## config.mk

```make
export PLATFORM = sky130hd
export DESIGN_NAME = freq_meter_ctrl_flat
export DESIGN_NICKNAME = d
export VERILOG_FILES = /design/src/rtl/freq_meter_ctrl_pkg.sv /design/src/rtl/freq_meter_ctrl_if.sv /design/src/rtl/freq_meter_ctrl_range_selector.sv /design/src/rtl/freq_meter_ctrl.sv /design/src/flat_wrapper.sv
export SDC_FILE = /design/constraint.sdc
export NUM_CORES = 1
export LEC_CHECK = 0
export ABC_AREA = 1
export ABC_CLOCK_PERIOD_IN_PS = 2100
export CAP_MARGIN = 20
export CORE_MARGIN = 5
export CORE_UTILIZATION = 50
export DETAILED_ROUTE_END_ITERATION = 12
export PLACE_DENSITY = 0.72
export SETUP_SLACK_MARGIN = 0.02
export SYNTH_ARGS = -nofsm -noshare
export SYNTH_HDL_FRONTEND = slang
export SYNTH_SLANG_ARGS = --single-unit
```

## constraint.sdc

```tcl
create_clock -name clk -period 2.1 [get_ports clk]
set_clock_uncertainty 0.2 [all_clocks]
set_input_delay 0.21 -clock clk [delete_from_list [all_inputs] [get_ports clk]]
set_output_delay 0.21 -clock clk [all_outputs]
set_load 0.02 [all_outputs]
```

## src/rtl/freq_meter_ctrl_pkg.sv

```systemverilog
// Shared types for the frequency-meter gate controller: FSM encoding, range codes
// and the range -> gate-length mapping.
package freq_meter_pkg;

  typedef enum logic [2:0] {
    ST_IDLE,
    ST_CLEAR,
    ST_GATE,
    ST_SETTLE,
    ST_LATCH
  } state_t;

  localparam logic [1:0] RANGE_1S    = 2'd0;
  localparam logic [1:0] RANGE_100MS = 2'd1;
  localparam logic [1:0] RANGE_10MS  = 2'd2;

  function automatic int unsigned gate_len(input logic [1:0] r, input int unsigned clk_hz);
    case (r)
      RANGE_1S:    return clk_hz;
      RANGE_100MS: return clk_hz / 10;
      default:     return clk_hz / 100;
    endcase
  endfunction

  // Code 3 has no gate of its own; treat it as the shortest window.
  function automatic logic [1:0] clamp_range(input logic [1:0] r);
    return (r == 2'd3) ? RANGE_10MS : r;
  endfunction

endpackage

```

## src/rtl/freq_meter_ctrl_if.sv

```systemverilog
// Counter-control and result bundle between the gate controller (master) and
// the BCD counter / display side (slave).
interface freq_meter_ctrl_if;
  logic        cnt_enable;
  logic        cnt_reset_n;
  logic [15:0] count_in;
  logic [15:0] latched;
  logic [1:0]  range;
  logic        valid;

  modport master (
    output cnt_enable, cnt_reset_n, latched, range, valid,
    input  count_in
  );

  modport slave (
    input  cnt_enable, cnt_reset_n, latched, range, valid,
    output count_in
  );
endinterface

```

## src/rtl/freq_meter_ctrl_range_selector.sv

```systemverilog
// Next-range decision: manual clamp of range_sel, or auto-range with a
// hysteresis band on thousands digits 1..8.
module range_selector
  import freq_meter_pkg::*;
(
  input  logic [1:0] cur_range,
  input  logic [3:0] thousands,
  input  logic       auto_range,
  input  logic [1:0] range_sel,
  output logic [1:0] next_range
);

  always_comb begin
    next_range = cur_range;
    if (!auto_range)
      next_range = clamp_range(range_sel);
    else if (thousands == 4'd9 && cur_range < RANGE_10MS)
      next_range = cur_range + 2'd1;
    else if (thousands == 4'd0 && cur_range > RANGE_1S)
      next_range = cur_range - 2'd1;
  end

endmodule

```

## src/rtl/freq_meter_ctrl.sv

```systemverilog
// Gate/timing controller for the 4-digit BCD frequency meter: clears and gates
// the counter, waits for settling, latches the result and auto-ranges.
module freq_meter_ctrl
  import freq_meter_pkg::*;
#(
  parameter int unsigned CLK_HZ        = 1000,
  parameter int unsigned SETTLE_CYCLES = 2,
  parameter int unsigned CNT_W         = 24
) (
  input  logic             clk,
  input  logic             reset,
  input  logic             run,
  input  logic             auto_range,
  input  logic [1:0]       range_sel,
  freq_meter_ctrl_if.master cnt,
  output logic             busy
);

  state_t           state, state_nx;
  logic [CNT_W-1:0] timer;
  logic [1:0]       wrange, sel_range, clr_range;
  logic             timer_done;

  assign timer_done = (timer == '0);

  range_selector u_rsel (
    .cur_range  (wrange),
    .thousands  (cnt.count_in[15:12]),
    .auto_range (auto_range),
    .range_sel  (range_sel),
    .next_range (sel_range)
  );

  // Range the upcoming gate will use; in auto mode it was already settled in LATCH.
  assign clr_range = auto_range ? wrange : sel_range;

  always_ff @(posedge clk or negedge reset) begin
    if (!reset) state <= ST_IDLE;
    else        state <= state_nx;
  end

  always_comb begin
    state_nx = state;
    case (state)
      ST_IDLE:   if (run) state_nx = ST_CLEAR;
      ST_CLEAR:  state_nx = ST_GATE;
      ST_GATE:   if (timer_done) state_nx = ST_SETTLE;
      ST_SETTLE: if (timer_done) state_nx = ST_LATCH;
      ST_LATCH:  state_nx = run ? ST_CLEAR : ST_IDLE;
      default:   state_nx = ST_IDLE;
    endcase
  end

  // Timer holds remaining cycles minus one of the current GATE/SETTLE phase.
  always_ff @(posedge clk or negedge reset) begin
    if (!reset) begin
      timer <= '0;
    end else begin
      case (state)
        ST_CLEAR:  timer <= CNT_W'(gate_len(clr_range, CLK_HZ) - 1);
        ST_GATE:   timer <= timer_done ? CNT_W'(SETTLE_CYCLES - 1) : timer - 1'b1;
        ST_SETTLE: if (!timer_done) timer <= timer - 1'b1;
        default:   timer <= '0;
      endcase
    end
  end

  // Counter controls are flops off the next state so the gate edge is glitch-free.
  always_ff @(posedge clk or negedge reset) begin
    if (!reset) begin
      cnt.cnt_enable  <= 1'b0;
      cnt.cnt_reset_n <= 1'b0;
      busy            <= 1'b0;
    end else begin
      cnt.cnt_enable  <= (state_nx == ST_GATE);
      cnt.cnt_reset_n <= (state_nx == ST_GATE) || (state_nx == ST_SETTLE) ||
                         (state_nx == ST_LATCH);
      busy            <= (state_nx != ST_IDLE);
    end
  end

  // valid is raised together with the new latched/range so the display sees them coherent.
  always_ff @(posedge clk or negedge reset) begin
    if (!reset) begin
      cnt.latched <= 16'h0000;
      cnt.range   <= RANGE_1S;
      cnt.valid   <= 1'b0;
      wrange      <= RANGE_1S;
    end else begin
      cnt.valid <= (state == ST_LATCH);
      if (state == ST_CLEAR && !auto_range)
        wrange <= sel_range;
      if (state == ST_LATCH) begin
        cnt.latched <= cnt.count_in;
        cnt.range   <= wrange;
        if (auto_range) wrange <= sel_range;
      end
    end
  end

endmodule

```

## src/flat_wrapper.sv

```systemverilog
// flat-port wrapper written by rule: the top's interface ports become plain ports
module freq_meter_ctrl_flat import freq_meter_pkg::*;
#(
  parameter int unsigned CLK_HZ        = 1000,
  parameter int unsigned SETTLE_CYCLES = 2,
  parameter int unsigned CNT_W         = 24
)
  (clk, reset, run, auto_range, range_sel, busy, cnt_cnt_enable, cnt_cnt_reset_n, cnt_latched, cnt_range, cnt_valid, cnt_count_in);
  freq_meter_ctrl_if cnt_i ();
  input  logic clk;
  input  logic reset;
  input  logic run;
  input  logic auto_range;
  input  logic [1:0] range_sel;
  output logic busy;
  output wire logic [$bits(cnt_i.cnt_enable)-1:0] cnt_cnt_enable;
  output wire logic [$bits(cnt_i.cnt_reset_n)-1:0] cnt_cnt_reset_n;
  output wire logic [$bits(cnt_i.latched)-1:0] cnt_latched;
  output wire logic [$bits(cnt_i.range)-1:0] cnt_range;
  output wire logic [$bits(cnt_i.valid)-1:0] cnt_valid;
  input wire logic [$bits(cnt_i.count_in)-1:0] cnt_count_in;
  assign cnt_cnt_enable = cnt_i.cnt_enable;
  assign cnt_cnt_reset_n = cnt_i.cnt_reset_n;
  assign cnt_latched = cnt_i.latched;
  assign cnt_range = cnt_i.range;
  assign cnt_valid = cnt_i.valid;
  assign cnt_i.count_in = cnt_count_in;
  freq_meter_ctrl #(.CLK_HZ(CLK_HZ), .SETTLE_CYCLES(SETTLE_CYCLES), .CNT_W(CNT_W)) u_core (.clk(clk), .reset(reset), .run(run), .auto_range(auto_range), .range_sel(range_sel), .cnt(cnt_i), .busy(busy));
endmodule
```

==> impl_table.tex, run 1 <==
\begin{tabular}{lr}
\hline
Metric & Value \\
\hline
\multicolumn{2}{l}{\textbf{Outcome}} \\
Run status & complete, no violations \\
\multicolumn{2}{l}{\textbf{STA}} \\
Final number of max-transition violations & 0 \\
Hold violation total from the final report & 0 \\
Fin crit share & 90.7\% \\
Final setup vio count & 0 \\
Setup\_tns & 0 ps \\
Unrepaired setup endpoints after global routing & no \\
Maximum clock rate & 0.525 GHz \\
Least-Margin Pin Slew & 422 ps \\
Headroom to the max-slew limit & $\sim$72\% \\
Shortest period the worst path allows & 1900 ps \\
\multicolumn{2}{l}{\textbf{Pwr}} \\
Combinational share of power & 30.9\% \\
Max VDD drop & 0.361 mV \\
Switching fraction of total power & 36.0\% \\
Int Pwr & 1.93 mW \\
Clock Power Share & approximately a quarter \\
Leakage & around 1.7 nW \\
Sequential share of power & 45.6\% \\
PwrDens & 895 nW/um\^{}2 \\
Reported net switching power & 1.08 mW \\
\multicolumn{2}{l}{\textbf{Job}} \\
Maximum capacitance violations & 0 \\
\multicolumn{2}{l}{\textbf{Setup path}} \\
Worst R2R Setup Slack & 200 ps \\
Cell chain of the critical path & inv\_1 > ha\_2 > nand2\_2 > nor2\_4 > nand2\_2 > nor2\_4 > nand2\_4 > nand2\_2 > nand3\_2 > or2\_1 \\
Data required, critical path & 2090 ps \\
Worst reg-to-reg path cell count & 10 \\
Category of the worst setup path launch point & flop \\
Most frequent cell on the critical path & sky130\_fd\_sc\_hd\_\_nand2\_2 \\
Capturing element type of the critical path & flop \\
Critical path capture point & u\_core.busy\$\_DFF\_PN0\_ \\
Worst-path maximum fanout & 10 \\
Biggest cell delay along the critical path & between 300 and 400 ps \\
Worst R2R End & u\_core.busy\$\_DFF\_PN0\_ \\
Arrival time at the worst endpoint & roughly 1900 ps \\
Launch point of the critical path & u\_core.timer[0]\$\_DFFE\_PN0P\_ \\
Launch instance of the worst register-to-register path & u\_core.timer[0]\$\_DFFE\_PN0P\_ \\
CP max stage cell & sky130\_fd\_sc\_hd\_\_dfrtp\_1 \\
Worst setup path category & flop to flop \\
\multicolumn{2}{l}{\textbf{Clock network}} \\
Worst-skew pair later-pin latency & 300 ps \\
Clk pin slew, worst setup/hold paths & 90 ps \\
CTS root buffer & sky130\_fd\_sc\_hd\_\_clkbuf\_8 \\
Maximum root-to-sink buffer count & 2 \\
TritonCTS buffer count & 5 \\
H-tree levels & 2 \\
Count of clock tree sinks & 51 \\
TritonCTS clock tree & built \\
\multicolumn{2}{l}{\textbf{Floorplan}} \\
Placeable core region & 5140 um\^{}2 \\
Full die area & 6860 um\^{}2 \\
Die height & just over 80 um \\
IO Count & 44 \\
Die W & between 80 and 90 um \\
Std cell rows & 26 \\
Starting utilization of the core area & 51.6\% \\
\multicolumn{2}{l}{\textbf{Finish}} \\
Area Overhead vs Synth & 27.0\% \\
\# fillers & roughly 460 \\
Most frequent cells in the layout & sky130\_fd\_sc\_hd\_\_nand2\_1 (95), sky130\_fd\_sc\_hd\_\_dfrtp\_1 (51), sky130\_fd\_sc\_hd\_\_clkdlybuf4s50\_1 (42), sky130\_fd\_sc\_hd\_\_nor2\_1 (41), sky130\_fd\_sc\_hd\_\_inv\_1 (38) \\
Number of nets in the final layout & 420 \\
Finished Layout Cells & 465 \\
Number of diodes & 0 \\
Fraction of final layout cells with drive strength greater than 1 & 11.6\% \\
Commonest non-fill, non-tap cell in the layout & sky130\_fd\_sc\_hd\_\_nand2\_1 \\
\multicolumn{2}{l}{\textbf{Global routing}} \\
Maximum number of pins on one net before global-route repair & 20 \\
First-pass GRT wire length & 10500 um \\
Via count of the first global-routing pass & 2380 \\
Initial antenna violation count & 0 \\
Total GRT Usage & a little under a fifth \\
Total gr overflow & 0 \\
\multicolumn{2}{l}{\textbf{Routing}} \\
DRC errors left & 0 \\
Detail-routed net length per standard cell & 12.7 um \\
Vias post-DR & $\sim$2300 \\
Routed Antenna Nets & 0 \\
Number of design-rule violations left by the first detailed-router iteration & just over 100 \\
First-pass iteration count of the detailed router & 4 \\
Total Wirelength & 5920 um \\
Vias per std cell & approximately 5.0 \\
\multicolumn{2}{l}{\textbf{Synth}} \\
Synthesized area per cell & $\sim$8 um\^{}2 \\
Area leader, netlist & sky130\_fd\_sc\_hd\_\_dfrtp\_1 \\
Top cell type's share of synthesized area & 48.1\% \\
Asr flop ratio synth & 100\% \\
Post-synth EDFFs & 0 \\
Post-synth net total & 362 \\
Syn Inst Count & 336 \\
Distinct cell type count after synthesis & 35 \\
Synth Cell Area & 2650 um\^{}2 \\
Synthesized flop and latch total & 51 \\
Ranking of synthesized cells by area & sky130\_fd\_sc\_hd\_\_dfrtp\_1 (48\%), sky130\_fd\_sc\_hd\_\_nand2\_1 (14\%), sky130\_fd\_sc\_hd\_\_nor2\_1 (5.8\%) \\
Main flop type after synthesis & sky130\_fd\_sc\_hd\_\_dfrtp\_1 \\
Sequential share of the synthesized area & 48.1\% \\
Number of warning messages in the yosys log & 0 \\
\multicolumn{2}{l}{\textbf{Placement}} \\
Detail Placement HPWL & around 4600 um \\
Buffers added on ports & 43 \\
Routability congestion estimate from global placement & 0.877 \\
Placed instance count & 455 \\
\multicolumn{2}{l}{\textbf{Worst hold path}} \\
Worst hold path class & input pin to async pin \\
\hline
\end{tabular}
==> worst min-delay path by stage <==
stage                                              endpoint  slack, ps
after CTS                       u_core.timer[4]$_DFFE_PN0P_        190
final                          u_core.timer[10]$_DFFE_PN0P_        180
after floorplan                       u_core.busy$_DFF_PN0_       -290
after global routing      u_core.cnt.latched[1]$_DFFE_PN0N_        220
after global placement         u_core.timer[10]$_DFFE_PN0P_        -30
after detailed placement       u_core.timer[10]$_DFFE_PN0P_        -30
==> cell type report <==
class                           count  area, um^2  share of cell area [%]
Sequential cell                    51        1280                    37.9
Timing Repair Buffer               55         522                    15.5
Multi-Input combinational cell    239        1200                    35.8
Inverter                           42         159                    4.72
Clock inverter                      2        35.0                    1.04
Clock buffer                        6        82.6                    2.45
Tap cell                           70        87.6                    2.60
==> sequential cells by signal, indices dropped and copies added, names as in the netlist <==
register / flops
u_core.busy: 1
u_core.cnt.cnt_enable: 1
u_core.cnt.cnt_reset_n: 1
u_core.cnt.latched: 16
u_core.cnt.range: 2
u_core.cnt.valid: 1
u_core.state: 3
u_core.timer: 24
u_core.wrange: 2
==> synthesized netlist by cell type (all sizes together) (2+ instances only) <==
library cell and count:
nand2 103, dfrtp 51, nor2 48, inv 41
o21ai 22, nand3 20, nand4 5, o2111ai 5
xor2 5, ha 4, or2 4, xnor2 4
a21oi 3, o211ai 3, o21bai 3, buf 2
clkbuf 2, nand3b 2, nor3 2, o22ai 2
==> per-layer routing <==
| metal | wire length (um) | part of all wire (%) | up-vias | global-route usage, % |
|---|---|---|---|---|
| li1 | - | - | 1189 | - |
| met1 | 2550 | 43 | 1054 | 21.5 |
| met2 | 2890 | 49 | 51 | 31.2 |
| met3 | 417 | 7.0 | 8 | 6.63 |
| met4 | 63 | 1.1 | 0 | 4.31 |
| met5 | 0 | 0 | - | 0 |
==> critical path: cells and delay by family, from the launching register on <==
kind | cells | cell delay [ps]
buf+inv | 1 | 90
flops | 1 | 390
fa+ha+maj | 1 | 220
simple gates | 8 | 910
==> what timing repair did <==
item / CTS / global route
gates resized for setup: 0 / 5
setup buffers: 0 / 1
endpoints found under the setup margin: 0 / 21
hold buffers: 1 / 0
endpoints found under the hold margin: 17 / 0
==> cell families after synthesis <==
logic type | Yosys count | synth area share (%)
AO/OA/AOI/OAI | 40 | 9.25
XOR/XNOR | 9 | 2.97
adder cells (fa/ha/maj) | 4 | 1.89
buffers and inverters | 46 | 6.89
flip-flops | 51 | 48.1
AND/OR/NAND/NOR | 186 | 30.9
==> power groups by stage <==
stage	logic (mW)	clock network (mW)	registers (mW)
after floorplan	0.712	0	1.34
after global placement	0.916	0	1.39
after detailed placement	0.923	0	1.39
after CTS	0.936	0.726	1.37
after global routing	1.08	0.766	1.40
final	0.931	0.708	1.38
==> per-stage QoR <==
step                      hold WS (ps)  area (um^2)  power, mW  util [%]  setup WS [ps]
after detailed placement         -25.5         3220       2.31      62.6           72.8
after global routing               215         3370       3.25      65.5           53.4
after floorplan                   -286         2650       2.05         -            317
after CTS                          189         3340       3.03      65.0           92.0
final                              180         3370       3.01      65.5            196
after global placement           -28.7         3220       2.30      62.6            137
(Power assumes the default switching activity.)
==> run 2: changes to the inputs <==
--- a/config.mk
+++ b/config.mk
@@ -5,7 +5,6 @@
 export SDC_FILE = /design/constraint.sdc
 export NUM_CORES = 1
 export LEC_CHECK = 0
-export ABC_AREA = 1
 export ABC_CLOCK_PERIOD_IN_PS = 2100
 export CAP_MARGIN = 20
 export CORE_MARGIN = 5
==> run 2 against run 1 <==
Compared with the run above:
- global-route usage down 0.063 points
- largest power group unchanged
- flip-flop and latch count stayed put
- critical path type unchanged
- critical path depth decreased by 5
- highest routed layer unchanged
- count of clock-buffer cells in the layout up 1
- sequential power rose by 8%
- critical endpoint is now u_core.timer[1]$_DFFE_PN0P_
- worst hold slack improved by 60 ps
- cell count fell by 23%
- fmax down 6.0%
==> impl_table.tex, run 2 <==
\begin{tabular}{lr}
\hline
Metric & Value \\
\hline
\multicolumn{2}{l}{\textbf{Outcome}} \\
Run status & complete, no violations \\
\multicolumn{2}{l}{\textbf{Synth}} \\
Asr flop ratio synth & 100\% \\
Post-synth net total & 253 \\
Main flop type after synthesis & sky130\_fd\_sc\_hd\_\_dfrtp\_1 \\
Simple-Gate Fraction of Synth Area & 18.3\% \\
Mux share of post-synthesis cell area & between 10 and 15\% \\
Top cell type's share of synthesized area & 51.2\% \\
Dominant combinational cell family by area after synthesis & simple AND/OR/NAND/NOR gates \\
Synthesized area per cell & 11.0 um\^{}2 \\
Ranking of synthesized cells by area & sky130\_fd\_sc\_hd\_\_dfrtp\_1 (51\%), sky130\_fd\_sc\_hd\_\_mux2\_2 (9.0\%), sky130\_fd\_sc\_hd\_\_xor2\_1 (4.2\%) \\
Leading post-synthesis cells by instance count & sky130\_fd\_sc\_hd\_\_dfrtp\_1 (51), sky130\_fd\_sc\_hd\_\_nor2\_1 (24), sky130\_fd\_sc\_hd\_\_mux2\_2 (20) \\
Syn Inst Count & 227 \\
Synth Cell Area & 2490 um\^{}2 \\
Post-synth EDFFs & 0 \\
Arithmetic-cell share of the synthesized area counting full adders, half adders and majority gates & 2.01\% \\
Sequential share of the synthesized area & 51.2\% \\
Compound-gate portion of the synthesized area & slightly above 8\% \\
Area leader, netlist & sky130\_fd\_sc\_hd\_\_dfrtp\_1 \\
Xor and xnor fraction of the mapped netlist area & under 10\% \\
Count leader, synth & sky130\_fd\_sc\_hd\_\_dfrtp\_1 \\
Distinct cell type count after synthesis & 41 \\
Number of warning messages in the yosys log & 0 \\
Synthesized flop and latch total & 51 \\
\multicolumn{2}{l}{\textbf{Routing}} \\
Vias post-DR & approximately 1900 \\
DRC errors left & 0 \\
Routed Antenna Nets & 0 \\
Vias per std cell & between 5 and 6 \\
Total Wirelength & roughly 5500 um \\
Detail-routed net length per standard cell & 15.3 um \\
Number of design-rule violations left by the first detailed-router iteration & 60 \\
First-pass iteration count of the detailed router & 4 \\
\multicolumn{2}{l}{\textbf{Setup path}} \\
Launch instance of the worst register-to-register path & u\_core.timer[18]\$\_DFFE\_PN0P\_ \\
Worst setup path category & flop to flop \\
Data required, critical path & $\sim$2100 ps \\
Worst R2R End & u\_core.timer[1]\$\_DFFE\_PN0P\_ \\
Arrival time at the worst endpoint & approximately 2100 ps \\
Worst R2R Setup Slack & around 75 ps \\
Category of the worst setup path launch point & flop \\
Capturing element type of the critical path & flop \\
Worst-path maximum fanout & 5 \\
Worst reg-to-reg path cell count & 5 \\
\multicolumn{2}{l}{\textbf{Global routing}} \\
Initial antenna violation count & 0 \\
Maximum number of pins on one net before global-route repair & 29 \\
Total GRT Usage & 18.1\% \\
Total gr overflow & 0 \\
First-pass GRT wire length & 9020 um \\
Via count of the first global-routing pass & 1967 \\
\multicolumn{2}{l}{\textbf{Floorplan}} \\
Full die area & between 6000 and 7000 um\^{}2 \\
Starting utilization of the core area & 52.1\% \\
Placeable core region & 4790 um\^{}2 \\
Die W & 80.6 um \\
Die height & 80.6 um \\
Std cell rows & 25 \\
IO Count & 44 \\
\multicolumn{2}{l}{\textbf{STA}} \\
Unrepaired setup endpoints after global routing & yes \\
Least-Margin Pin Slew & 591 ps \\
Headroom to the max-slew limit & 60.6\% \\
Final setup vio count & 0 \\
Fin crit share & 96.4\% \\
Final number of max-transition violations & 0 \\
Hold violation total from the final report & 0 \\
Shortest period the worst path allows & 2030 ps \\
Setup\_tns & 0 ps \\
Maximum clock rate & between 0.4 and 0.5 GHz \\
\multicolumn{2}{l}{\textbf{Placement}} \\
Placed Instance Area & 3130 um\^{}2 \\
Buffers added on ports & 43 \\
Placed instance count & 347 \\
Detail Placement HPWL & roughly 3900 um \\
Routability congestion estimate from global placement & 0.778 \\
\multicolumn{2}{l}{\textbf{Finish}} \\
Final Cell Area & 3310 um\^{}2 \\
Biggest registers after layout & u\_core.timer: 24 flops, u\_core.cnt.latched: 16 flops, u\_core.state: 3 flops \\
Number of nets in the final layout & 317 \\
Finished Layout Cells & 359 \\
Number of diodes & 0 \\
Most frequent cells in the layout & sky130\_fd\_sc\_hd\_\_dfrtp\_1 (50), sky130\_fd\_sc\_hd\_\_clkdlybuf4s50\_1 (42), sky130\_fd\_sc\_hd\_\_nor2\_1 (24), sky130\_fd\_sc\_hd\_\_mux2\_2 (20), sky130\_fd\_sc\_hd\_\_buf\_4 (20) \\
Fraction of final layout cells with drive strength greater than 1 & 24.3\% \\
Combined flip-flop and latch cell area & roughly 1300 um\^{}2 \\
Area Overhead vs Synth & 32.9\% \\
\# fillers & between 300 and 400 \\
Commonest non-fill, non-tap cell in the layout & sky130\_fd\_sc\_hd\_\_dfrtp\_1 \\
Flip-flop count of the largest register after layout & 24 \\
Area of combinational cells with multiple inputs & 1200 um\^{}2 \\
Top register by number of flip-flops & u\_core.timer \\
\multicolumn{2}{l}{\textbf{Pwr}} \\
Reported net switching power & 1.21 mW \\
Power Total & 3.43 mW \\
Max VDD drop & 0.501 mV \\
Sequential share of power & between 40\% and 50\% \\
Combinational share of power & between 30 and 40\% \\
Leakage & 1.46 nW \\
Clock Power Share & a little under a fifth \\
Int Pwr & 2.23 mW \\
PwrDens & around 1000 nW/um\^{}2 \\
Switching fraction of total power & between 30\% and 40\% \\
\multicolumn{2}{l}{\textbf{Worst hold path}} \\
Worst hold path class & input pin to async pin \\
\multicolumn{2}{l}{\textbf{Clock network}} \\
Count of clock tree sinks & 51 \\
Clk pin slew, worst setup/hold paths & 90 ps \\
TritonCTS buffer count & 5 \\
CTS root buffer & sky130\_fd\_sc\_hd\_\_clkbuf\_8 \\
Maximum root-to-sink buffer count & 2 \\
H-tree levels & 2 \\
Worst-skew pair later-pin latency & 300 ps \\
TritonCTS clock tree & built \\
\multicolumn{2}{l}{\textbf{Job}} \\
Maximum capacitance violations & 0 \\
\hline
\end{tabular}
==> run 2: cell types whose count changed in the layout (fill, tap and decap cells not counted), sizes merged, moves of 11 or more <==
cell   change
buf       +11
inv       -35
mux2      +20
nand2     -91
nand3     -14
nor2      -23
==> run 2: layer usage <==
layer  part of all wire [%]  wire, um  GRT usage [%]
met1                     45      2460           21.9
met2                     48      2640           30.5
met3                    6.2       343           6.39
met4                    1.1        61           4.39
met5                      0         0              0
==> run 2: logic make-up after synthesis <==
logic type      count (synthesis)
fa+ha+maj                       4
flops                          51
compound gates                 34
buf+inv                        16
mux                            25
xor+xnor                       17
simple gates                   80
==> run 2: final cells by class <==
type	count	share of cell area [%]
repair buffers	66	18.9
well taps	67	2.53
multi-input cells	161	36.2
clock buffers	7	2.91
clock inverters	1	0.227
inverters	6	0.680
flip-flops and latches	51	38.6
==> run 2: power groups by stage <==
stage,clock (mW),sequential (mW),combinational [mW]
final,0.621,1.49,1.32
after global routing,0.686,1.52,1.45
after CTS,0.647,1.47,1.27
after detailed placement,0,1.48,1.24
after global placement,0,1.47,1.21
after floorplan,0,1.45,0.787
==> run 2: worst max-delay path by stage <==
stage                                 startpoint                            to  cells after the start  slack (ps)
global route         u_core.timer[5]$_DFFE_PN0P_  u_core.timer[21]$_DFFE_PN0P_                      7           9
finish              u_core.timer[18]$_DFFE_PN0P_   u_core.timer[1]$_DFFE_PN0P_                      5          70
detailed placement   u_core.timer[7]$_DFFE_PN0P_  u_core.timer[11]$_DFFE_PN0P_                      4         -30
global placement     u_core.timer[7]$_DFFE_PN0P_  u_core.timer[11]$_DFFE_PN0P_                      4          20
CTS                  u_core.timer[5]$_DFFE_PN0P_  u_core.timer[19]$_DFFE_PN0P_                      6          20
floorplan            u_core.timer[2]$_DFFE_PN0P_     u_core.state[0]$_DFF_PN0_                      9        -0.4
==> run 2: worst max-delay path, cell delays in order, from the launching register on <==
cell and delay (ps):
sky130_fd_sc_hd__dfrtp_1 420, sky130_fd_sc_hd__or4_4 560, sky130_fd_sc_hd__nor2_4 110, sky130_fd_sc_hd__and3_4 210, sky130_fd_sc_hd__mux2_2 330, sky130_fd_sc_hd__o22ai_1 120
==> run 2: metrics by stage <==
| step | worst slack, ps | hold WS [ps] | util (%) |
|---|---|---|---|
| 2_1_floorplan | -0.426 | -286 | - |
| 3_3_place_gp | 21.1 | 30.5 | 65.3 |
| 3_5_place_dp | -33.6 | 36.7 | 65.3 |
| 4_1_cts | 24.5 | 239 | 68.1 |
| 5_1_grt | 8.65 | 270 | 69.2 |
| 6_report | 74.6 | 240 | 69.2 |
==> run 2: what timing repair did <==
| action | CTS | global route |
|---|---|---|
| resized for setup | 3 | 8 |
| gates cloned | 0 | 1 |
| endpoints found under the setup margin | 1 | 15 |
| hold buffers | 1 | 0 |
| endpoints found under the hold margin | 23 | 0 |
| pin swaps | 0 | 1 |
| setup buffers | 1 | 1 |
==> run 3: changes to the inputs <==
--- a/config.mk
+++ b/config.mk
@@ -8,9 +8,9 @@
 export ABC_CLOCK_PERIOD_IN_PS = 2100
 export CAP_MARGIN = 20
 export CORE_MARGIN = 5
-export CORE_UTILIZATION = 50
+export CORE_UTILIZATION = 34
 export DETAILED_ROUTE_END_ITERATION = 12
-export PLACE_DENSITY = 0.72
+export PLACE_DENSITY = 0.52
 export SETUP_SLACK_MARGIN = 0.02
 export SYNTH_ARGS = -nofsm -noshare
 export SYNTH_HDL_FRONTEND = slang
==> run 3 against run 2 <==
Compared with the run above:
- sequential power is essentially flat
- highest routed layer unchanged
- critical path type unchanged
- worst hold slack gained 38 ps
- worst setup slack lost 8.9 ps
- fmax shrank 0.44%
- via count grew 2.2%
- non-clock buffer count grew 8
- critical endpoint is now u_core.timer[19]$_DFFE_PN0P_
==> impl_table.tex, run 3 (same netlist as run 2, synthesis figures left out) <==
\begin{tabular}{lr}
\hline
Metric & Value \\
\hline
\multicolumn{2}{l}{\textbf{Setup path}} \\
Cell chain of the critical path & nor4\_4 > buf\_4 > and4\_4 > nand3\_1 > or3\_4 > a21oi\_2 \\
Worst R2R End & u\_core.timer[19]\$\_DFFE\_PN0P\_ \\
Worst reg-to-reg path cell count & 6 \\
Biggest cell delay along the critical path & 450 ps \\
Capturing element type of the critical path & flop \\
WP buf/inv & 1 \\
Worst setup path category & flop to flop \\
Worst-path maximum fanout & 4 \\
Arrival time at the worst endpoint & approximately 2100 ps \\
Critical path capture point & u\_core.timer[19]\$\_DFFE\_PN0P\_ \\
Data required, critical path & 2140 ps \\
Worst R2R Setup Slack & 70 ps \\
CP max stage cell & sky130\_fd\_sc\_hd\_\_dfrtp\_2 \\
Launch point of the critical path & u\_core.timer[3]\$\_DFFE\_PN0P\_ \\
Category of the worst setup path launch point & flop \\
Category of cells accounting for the largest share of critical-path delay & simple AND/OR/NAND/NOR gates \\
WP depth & 6 \\
Launch instance of the worst register-to-register path & u\_core.timer[3]\$\_DFFE\_PN0P\_ \\
\multicolumn{2}{l}{\textbf{Floorplan}} \\
Full die area & 9140 um\^{}2 \\
Std cell rows & 31 \\
Placeable core region & 7210 um\^{}2 \\
Die W & roughly 96 um \\
IO Count & 44 \\
Die height & 95.6 um \\
Starting utilization of the core area & 34.5\% \\
\multicolumn{2}{l}{\textbf{Global routing}} \\
Initial antenna violation count & 0 \\
Maximum number of pins on one net before global-route repair & 52 \\
Total gr overflow & 0 \\
Via count of the first global-routing pass & 2099 \\
First-pass GRT wire length & 9820 um \\
Total GRT Usage & approximately 14\% \\
\multicolumn{2}{l}{\textbf{Job}} \\
Maximum capacitance violations & 0 \\
\multicolumn{2}{l}{\textbf{Clock network}} \\
Count of clock tree sinks & 51 \\
CTS root buffer & sky130\_fd\_sc\_hd\_\_clkbuf\_8 \\
Clk pin slew, worst setup/hold paths & 100 ps \\
H-tree levels & 2 \\
TritonCTS buffer count & 5 \\
TritonCTS clock tree & built \\
Worst-skew pair later-pin latency & 310 ps \\
Maximum root-to-sink buffer count & 2 \\
\multicolumn{2}{l}{\textbf{STA}} \\
Final number of max-transition violations & 0 \\
Setup\_tns & 0 ps \\
Headroom to the max-slew limit & 56.4\% \\
Least-Margin Pin Slew & 654 ps \\
Final setup vio count & 0 \\
Maximum clock rate & 0.492 GHz \\
Hold violation total from the final report & 0 \\
Unrepaired setup endpoints after global routing & yes \\
Shortest period the worst path allows & 2030 ps \\
Fin crit share & a little over nine tenths \\
\multicolumn{2}{l}{\textbf{Finish}} \\
Biggest registers after layout & u\_core.timer: 24 flops, u\_core.cnt.latched: 16 flops, u\_core.state: 3 flops \\
Fraction of final layout cells with drive strength greater than 1 & 26.7\% \\
\# fillers & approximately 700 \\
Final Cell Area & 3390 um\^{}2 \\
Combined flip-flop and latch cell area & 1280 um\^{}2 \\
Area of combinational cells with multiple inputs & roughly 1200 um\^{}2 \\
Top register by number of flip-flops & u\_core.timer \\
Commonest non-fill, non-tap cell in the layout & sky130\_fd\_sc\_hd\_\_dfrtp\_1 \\
Most frequent cells in the layout & sky130\_fd\_sc\_hd\_\_dfrtp\_1 (50), sky130\_fd\_sc\_hd\_\_clkdlybuf4s50\_1 (42), sky130\_fd\_sc\_hd\_\_buf\_4 (29), sky130\_fd\_sc\_hd\_\_nor2\_1 (24), sky130\_fd\_sc\_hd\_\_mux2\_2 (19) \\
Number of nets in the final layout & roughly 330 \\
Area Overhead vs Synth & 35.8\% \\
Flip-flop count of the largest register after layout & 24 \\
Post-Route Utilization & a little under half \\
Finished Layout Cells & 399 \\
Number of diodes & 0 \\
\multicolumn{2}{l}{\textbf{Routing}} \\
Detail-routed net length per standard cell & 14.1 um \\
Vias per std cell & 4.84 \\
Total Wirelength & 5630 um \\
Vias post-DR & 1931 \\
First-pass iteration count of the detailed router & 4 \\
Number of design-rule violations left by the first detailed-router iteration & 62 \\
DRC errors left & 0 \\
Routed Antenna Nets & 0 \\
\multicolumn{2}{l}{\textbf{Placement}} \\
Detail Placement HPWL & 4000 um \\
Placed instance count & between 300 and 400 \\
Placed Instance Area & 3210 um\^{}2 \\
Routability congestion estimate from global placement & 0.751 \\
Buffers added on ports & 43 \\
\multicolumn{2}{l}{\textbf{Pwr}} \\
Leakage & 1.49 nW \\
Max VDD drop & 0.398 mV \\
PwrDens & 1020 nW/um\^{}2 \\
Power Total & 3.44 mW \\
\multicolumn{2}{l}{\textbf{Worst hold path}} \\
Worst hold path class & input pin to flop \\
\multicolumn{2}{l}{\textbf{Outcome}} \\
Run status & complete, no violations \\
\hline
\end{tabular}
[run 3: changes by cell type in the layout (fill, tap and decap cells not counted), moves of 2 or more]
cell and change:
sky130_fd_sc_hd__o21ai_0 -4, sky130_fd_sc_hd__o21ai_1 +4, sky130_fd_sc_hd__clkbuf_8 -2, sky130_fd_sc_hd__buf_4 +9, sky130_fd_sc_hd__nor4_2 +2
[run 3: area by class of cell]
type,instances,area share (%)
Timing Repair Buffer,74,19.9
Tap cell,99,3.66
Sequential cell,51,37.7
Clock buffer,6,2.14
Multi-Input combinational cell,161,35.4
Clock inverter,2,0.480
Inverter,6,0.665
[run 3: worst min path at each step]
stage / startpoint / end / cells after the start
2_1_floorplan: reset / u_core.busy$_DFF_PN0_ / 0
3_3_place_gp: reset / u_core.timer[23]$_DFFE_PN0P_ / 2
3_5_place_dp: reset / u_core.timer[19]$_DFFE_PN0P_ / 2
4_1_cts: run / u_core.busy$_DFF_PN0_ / 3
5_1_grt: run / u_core.busy$_DFF_PN0_ / 3
6_report: run / u_core.busy$_DFF_PN0_ / 3
[run 3: per-stage QoR]
stage,hold slack (ps),worst slack [ps]
floorplan,-286,-0.426
global placement,180,20.2
detailed placement,174,-23.4
CTS,271,9.94
global route,281,-52.3
finish,278,65.7
[run 3: layer usage]
metal  routed length, um  global-route usage, %
met1                2540                   16.5
met2                2590                   21.9
met3                 416                   6.00
met4                  87                   3.44
met5                   0                      0
[run 3: what timing repair did]
item                                    4_1_cts  5_1_grt
setup buffers                                 0        3
hold buffers                                  1        0
pin swaps                                     0        5
gates resized for setup                       2       15
endpoints found under the hold margin        51        0
endpoints found under the setup margin        3       23
gates cloned                                  0        1
[run 3: worst reg2reg max path, cell delays in order (launching register included)]
cell	delay, ps
sky130_fd_sc_hd__dfrtp_2	450
sky130_fd_sc_hd__nor4_4	350
sky130_fd_sc_hd__buf_4	180
sky130_fd_sc_hd__and4_4	220
sky130_fd_sc_hd__nand3_1	100
sky130_fd_sc_hd__or3_4	340
sky130_fd_sc_hd__a21oi_2	130
[run 3: power by group]
| group | total (mW) | switching (mW) | leakage, nW | internal [mW] |
|---|---|---|---|---|
| clock | 0.581 | 0.341 | 0.0418 | 0.240 |
| combinational | 1.40 | 0.634 | 0.796 | 0.768 |
| sequential | 1.46 | 0.236 | 0.656 | 1.22 |
| total | 3.44 | 1.21 | 1.49 | 2.23 |
